<file path="src/rtl/abro_scheduler_if.sv">
// Requester-side bundle of the ABRO scheduler: per-requester session requests,
// event lines and the grant/completion pulses returned to them.
interface abro_scheduler_if #(
  parameter int unsigned N_REQ = 4
) ();
  logic [N_REQ-1:0] req;
  logic [N_REQ-1:0] req_a;
  logic [N_REQ-1:0] req_b;
  logic [N_REQ-1:0] grant;
  logic [N_REQ-1:0] done;
  logic [N_REQ-1:0] timeout_err;

  modport master (
    output req, req_a, req_b,
    input  grant, done, timeout_err
  );

  modport slave (
    input  req, req_a, req_b,
    output grant, done, timeout_err
  );
endinterface

</file>
<file path="src/rtl/abro_scheduler.sv">
// Round-robin scheduler sharing a single ABRO engine among N_REQ requesters: one
// session per grant (clear engine, forward A/B, await O or timeout, report).
module abro_scheduler #(
  parameter int unsigned N_REQ   = 4,
  parameter int unsigned TIMEOUT = 16
) (
  input  logic                   clk,
  input  logic                   reset,
  abro_scheduler_if.slave        req_bus,
  output logic                   busy,
  output logic [2:0]             state,
  output logic                   abro_rst,
  output logic                   abro_a,
  output logic                   abro_b,
  input  logic                   abro_o
);

  typedef enum logic [2:0] {
    StIdle   = 3'd0,
    StArb    = 3'd1,
    StClr    = 3'd2,
    StRun    = 3'd3,
    StReport = 3'd4
  } state_e;

  localparam int unsigned SelW = (N_REQ > 1) ? $clog2(N_REQ) : 1;
  localparam int unsigned CntW = $clog2(TIMEOUT) + 1;
  localparam logic [CntW-1:0] CntLast = CntW'(TIMEOUT - 1);
  localparam logic [CntW-1:0] CntMax  = {CntW{1'b1}};

  state_e          state_q, state_d;
  logic [SelW-1:0] sel_q, sel_d;
  logic [SelW-1:0] last_q, last_d;
  logic [CntW-1:0] cnt_q, cnt_d;
  logic            ok_q, ok_d;
  logic            clr_q, clr_d;

  logic            found;
  logic [SelW-1:0] pick;
  logic [SelW-1:0] idx;

  // First requester after last, wrapping; the last slot checked is last itself.
  always_comb begin
    found = 1'b0;
    pick  = '0;
    idx   = '0;
    for (int unsigned i = 1; i <= N_REQ; i++) begin
      idx = SelW'((32'(last_q) + i) % N_REQ);
      if (!found && req_bus.req[idx]) begin
        found = 1'b1;
        pick  = idx;
      end
    end
  end

  always_comb begin
    state_d = state_q;
    sel_d   = sel_q;
    last_d  = last_q;
    cnt_d   = cnt_q;
    ok_d    = ok_q;
    clr_d   = clr_q;
    unique case (state_q)
      StIdle: begin
        if (|req_bus.req) state_d = StArb;
      end
      StArb: begin
        if (found) begin
          sel_d   = pick;
          clr_d   = 1'b0;
          state_d = StClr;
        end else begin
          state_d = StIdle;
        end
      end
      StClr: begin
        cnt_d = '0;
        // Engine reset is held for exactly two cycles.
        if (clr_q) state_d = StRun;
        else       clr_d   = 1'b1;
      end
      StRun: begin
        if (cnt_q != CntMax) cnt_d = cnt_q + CntW'(1);
        if (abro_o) begin
          ok_d    = 1'b1;
          state_d = StReport;
        end else if (cnt_q == CntLast) begin
          ok_d    = 1'b0;
          state_d = StReport;
        end else if (!req_bus.req[sel_q]) begin
          last_d  = sel_q;
          state_d = StIdle;
        end
      end
      StReport: begin
        last_d  = sel_q;
        state_d = StIdle;
      end
      default: state_d = StIdle;
    endcase
  end

  always_ff @(posedge clk or negedge reset) begin
    if (!reset) begin
      state_q <= StIdle;
      sel_q   <= '0;
      last_q  <= SelW'(N_REQ - 1);
      cnt_q   <= '0;
      ok_q    <= 1'b0;
      clr_q   <= 1'b0;
    end else begin
      state_q <= state_d;
      sel_q   <= sel_d;
      last_q  <= last_d;
      cnt_q   <= cnt_d;
      ok_q    <= ok_d;
      clr_q   <= clr_d;
    end
  end

  always_comb begin
    req_bus.grant       = '0;
    req_bus.done        = '0;
    req_bus.timeout_err = '0;
    abro_rst            = 1'b1;
    abro_a              = 1'b0;
    abro_b              = 1'b0;
    unique case (state_q)
      StClr: begin
        req_bus.grant[sel_q] = 1'b1;
      end
      StRun: begin
        req_bus.grant[sel_q] = 1'b1;
        abro_rst             = 1'b0;
        abro_a               = req_bus.req_a[sel_q];
        abro_b               = req_bus.req_b[sel_q];
      end
      StReport: begin
        req_bus.grant[sel_q] = 1'b1;
        abro_rst             = 1'b0;
        if (ok_q) req_bus.done[sel_q]        = 1'b1;
        else      req_bus.timeout_err[sel_q] = 1'b1;
      end
      default: ;
    endcase
  end

  assign busy  = (state_q != StIdle);
  assign state = state_q;

endmodule

</file>
<file path="src/flat_wrapper.sv">
// flat-port wrapper written by rule: the top's interface ports become plain ports
module abro_scheduler_flat 
#(
  parameter int unsigned N_REQ   = 4,
  parameter int unsigned TIMEOUT = 16
)
  (clk, reset, busy, state, abro_rst, abro_a, abro_b, abro_o, req_bus_req, req_bus_req_a, req_bus_req_b, req_bus_grant, req_bus_done, req_bus_timeout_err);
  abro_scheduler_if #(.N_REQ(N_REQ)) req_bus_i ();
  input  logic clk;
  input  logic reset;
  output logic busy;
  output logic [2:0] state;
  output logic abro_rst;
  output logic abro_a;
  output logic abro_b;
  input  logic abro_o;
  input wire logic [$bits(req_bus_i.req)-1:0] req_bus_req;
  input wire logic [$bits(req_bus_i.req_a)-1:0] req_bus_req_a;
  input wire logic [$bits(req_bus_i.req_b)-1:0] req_bus_req_b;
  output wire logic [$bits(req_bus_i.grant)-1:0] req_bus_grant;
  output wire logic [$bits(req_bus_i.done)-1:0] req_bus_done;
  output wire logic [$bits(req_bus_i.timeout_err)-1:0] req_bus_timeout_err;
  assign req_bus_i.req = req_bus_req;
  assign req_bus_i.req_a = req_bus_req_a;
  assign req_bus_i.req_b = req_bus_req_b;
  assign req_bus_grant = req_bus_i.grant;
  assign req_bus_done = req_bus_i.done;
  assign req_bus_timeout_err = req_bus_i.timeout_err;
  abro_scheduler #(.N_REQ(N_REQ), .TIMEOUT(TIMEOUT)) u_core (.clk(clk), .reset(reset), .req_bus(req_bus_i), .busy(busy), .state(state), .abro_rst(abro_rst), .abro_a(abro_a), .abro_b(abro_b), .abro_o(abro_o));
endmodule
</file>
<file path="config.mk">
export PLATFORM = sky130hd
export DESIGN_NAME = abro_scheduler_flat
export DESIGN_NICKNAME = d
export VERILOG_FILES = /design/src/rtl/abro_scheduler_if.sv /design/src/rtl/abro_scheduler.sv /design/src/flat_wrapper.sv
export SDC_FILE = /design/constraint.sdc
export NUM_CORES = 1
export LEC_CHECK = 0
export CORE_MARGIN = 5
export CORE_UTILIZATION = 48
export DETAILED_ROUTE_END_ITERATION = 10
export GPL_ROUTABILITY_DRIVEN = 1
export PLACE_DENSITY = 0.84
export SLEW_MARGIN = 0
export SYNTH_ARGS = -nofsm -noshare
export SYNTH_HDL_FRONTEND = slang
export SYNTH_SLANG_ARGS = --single-unit
</file>
<file path="constraint.sdc">
create_clock -name clk -period 3.7 [get_ports clk]
set_clock_uncertainty 0.05 [all_clocks]
set_input_delay 0.74 -clock clk [delete_from_list [all_inputs] [get_ports clk]]
set_output_delay 0.74 -clock clk [all_outputs]
set_load 0.01 [all_outputs]
</file>
==> results.py <==
metrics = {
    "sta": {
        "finalCritPeriodShare": 0.8179,
        "rsz0062_at_grt": "false",
        "drv_slew": 0,
        "tns_ps": 0,
        "worst_slew_pin_slew_ps": 655.5,
        "finalHoldViolations": 0,
        "maxSlewHeadroom": 0.5616,
        "whs_ps": 507.7,
        "fmax_ghz": 0.3304,
        "period_needed_ps": 3026,
        "setup_viol": 0,
    },
    "clock_network": {
        "clkSinkCount": 14,
        "cts_resized": 0,
        "clk_pin_slew_ps": 80,
        "cts_root_buf": "clkbuf_4",
        "htree_num_levels": 1,
        "cts.hold.buffers_added": 0,
        "cts_setup_buffers": 0,
        "cts_tree": "done",
        "clockBufferDepth": 2,
        "numCtsBuffers": 3,
        "clock_latency_ps": 290,
    },
    "global_route": {
        "first_global_vias": 887,
        "grt_max_degree": 15,
        "globalRoute.totalOverflow": 0,
        "grt_pass1_wl_mm": 4.340,
        "antenna_found_initial": 0,
        "track_usage": 0.1728,
    },
    "critical_path": {
        "worst_r2r_path_depth": 5,
        "path_class": "in -> out",
        "start_kind": "input port",
        "crit_arrival_ps": 2240,
        "r2r_slack_ps": 1700,
        "cp-end-kind": "output port",
        "required_ps": 2910,
        "r2r-end": "u_core.last_q[1]$_DFFE_PN1P_",
        "cp_max_fo": 1,
        "reg2reg_from": "u_core.cnt_q[0]$_DFFE_PN0P_",
    },
    "yosys": {
        "synth.cell_area_sq_um": 1011,
        "ys_ff_latch": 14,
        "synth_top_area_frac": 0.2970,
        "synth.avg_cell_area_sq_um": 9.628,
        "synth_area_leaders": "dfrtp_1 30%, mux4_2 6.7%, dfstp_2 5.2%",
        "ys.flop_type": "dfrtp_1",
        "yosysSeqAreaShare": 0.3490,
        "yosysTopAreaCell": "dfrtp_1",
        "syn_inst": 105,
        "synth_nets": 123,
        "ys_async_sr_fraction": 1.000,
        "synth_edf_count": 0,
        "ys_types": 40,
        "ys_warn_count": 0,
    },
    "layout": {
        "drive_gt1_frac": 0.1176,
        "fin_nets": 155,
        "n_antenna_cell": 0,
        "final_util": 0.6951,
        "syn_to_final_growth_pct": 36.26,
        "regArea_sq_um": 352.8,
        "filler_cell_count": 158,
        "multi_input_area_sq_um": 619.3,
    },
    "route": {
        "wl_per_cell_um": 15.45,
        "vias": 924,
        "via_per_inst": 5.669,
        "drtAntennaViolNets": 0,
        "drc": 0,
        "drt-total-wl_mm": 2.518,
        "firstDrtPassIters": 4,
        "drt_iter0_drc": 17,
    },
    "worst_hold_path": {
        "hp-start": "u_core.last_q[0]$_DFFE_PN1P_",
        "min-delay-path-class": "reg -> reg",
        "hold-path-cell-count": 2,
        "min_to": "u_core.sel_q[0]$_DFFE_PN0P_",
    },
    "placement": {
        "portBuffers": 33,
        "hpwl_mm": 1.985,
        "gp_congestion": 0.7449,
    },
    "die": {
        "coreArea_sq_um": 1982,
        "start_util": 0.5101,
        "ios": 34,
        "rows": 16,
        "die_x_um": 55.90,
        "die_area_sq_um": 3124,
        "die_h_um": 55.90,
    },
    "outcome": {
        "outcome": "completed",
    },
    "power_and_ir_drop": {
        "finalPower_uw": 899.8,
        "vdd_drop_max_v": 0.0005275,
        "p_leak_nw": 0.5443,
        "p_per_area_nw_per_um2": 653.2,
    },
    "job": {
        "maxCapViolations": 0,
    },
}
==> per-layer routing <==
metal  global-route usage  vias up  wire (um)
li1                     -      455          -
met1               0.2163      455       1087
met4              0.03051        0         14
met3              0.03944        2         81
met5                    0        -          0
met2               0.3057       12       1334
==> power breakdown <==
| part | leakage, nW | internal, mW | switching, mW |
|---|---|---|---|
| Sequential | 0.170 | 0.220 | 0.127 |
| Clock | 0.0150 | 0.0419 | 0.0498 |
| Combinational | 0.359 | 0.265 | 0.196 |
==> final cells by class <==
class | instances | area share
clock buffers | 4 | 0.01907
inverters | 4 | 0.01090
multi-input cells | 81 | 0.4496
flip-flops and latches | 14 | 0.2561
well taps | 27 | 0.02452
repair buffers | 33 | 0.2398
==> critical path, cell delays in order <==
cell and delay [ps]:
clkdlybuf4s50_1 410, mux4_2 440, and2_1 170, clkdlybuf4s50_1 480
==> sequential cells by signal, indices dropped and copies added (netlist names) <==
register and cells:
u_core.cnt_q 5, u_core.state 3, u_core.last_q 2, u_core.sel_q 2
u_core.clr_q 1, u_core.ok_q 1
==> cells in the mapped netlist, types with 2 or more instances <==
cell	number
clkbuf_1	5
o21bai_1	2
a31oi_1	2
nand2b_1	3
dfrtp_1	12
nand2_1	9
mux2_1	3
mux4_2	3
nor4_1	2
mux2i_1	2
dfstp_2	2
a21oi_1	4
nor2_1	11
and2_1	2
o21ai_0	2
nor3b_1	3
a22o_1	6
inv_1	3
ha_1	3
nor3_1	6
==> worst max-delay path by stage <==
stage,endpoint,from,depth (start not counted)
5_1_grt,req_bus_timeout_err[1],u_core.state[0]$_DFFE_PN0P_,3
6_report,abro_b,req_bus_req_b[0],4
3_3_place_gp,abro_b,req_bus_req_b[3],4
3_5_place_dp,abro_b,req_bus_req_b[0],4
4_1_cts,abro_b,req_bus_req_b[0],4
2_1_floorplan,req_bus_timeout_err[0],u_core.state[2]$_DFFE_PN0P_,3
==> stage by stage <==
stage	cell area [sq um]	instances	setup slack [ps]
3_3_place_gp	1351	159	697.8
4_1_cts	1378	163	669.7
5_1_grt	1378	163	556.7
2_1_floorplan	1011	105	1468
3_5_place_dp	1351	159	669.3
6_report	1378	163	673.6
==> cells in the final DEF, fill, tap and decap left out, types with 2 or more instances in the layout <==
| cell | synthesis | layout |
|---|---|---|
| nor3_1 | 6 | 6 |
| nand2b_1 | 3 | 3 |
| clkbuf_4 | 0 | 3 |
| and2_1 | 2 | 2 |
| ha_1 | 3 | 3 |
| mux2_1 | 3 | 3 |
| inv_1 | 3 | 3 |
| mux2i_1 | 2 | 2 |
| dfstp_2 | 2 | 2 |
| o21bai_1 | 2 | 2 |
| clkdlybuf4s50_1 | 0 | 33 |
| mux4_2 | 3 | 3 |
| a22o_1 | 6 | 6 |
| a31oi_1 | 2 | 2 |
| nand2_1 | 9 | 9 |
| nor4_1 | 2 | 2 |
| dfrtp_1 | 12 | 12 |
| nor3b_1 | 3 | 3 |
| a21oi_1 | 4 | 4 |
| o21ai_0 | 2 | 2 |
| nor2_1 | 11 | 11 |
==> logic make-up after synthesis <==
| kind of cell | count (synthesis) | share of synthesized area |
|---|---|---|
| AO/OA/AOI/OAI | 23 | 0.1856 |
| adder cells (fa/ha/maj) | 3 | 0.03713 |
| buffers and inverters | 10 | 0.03836 |
| flip-flops | 14 | 0.3490 |
| AND/OR/NAND/NOR | 45 | 0.2438 |
| multiplexers | 10 | 0.1460 |
Note: power is estimated with default switching activity, not from simulation.
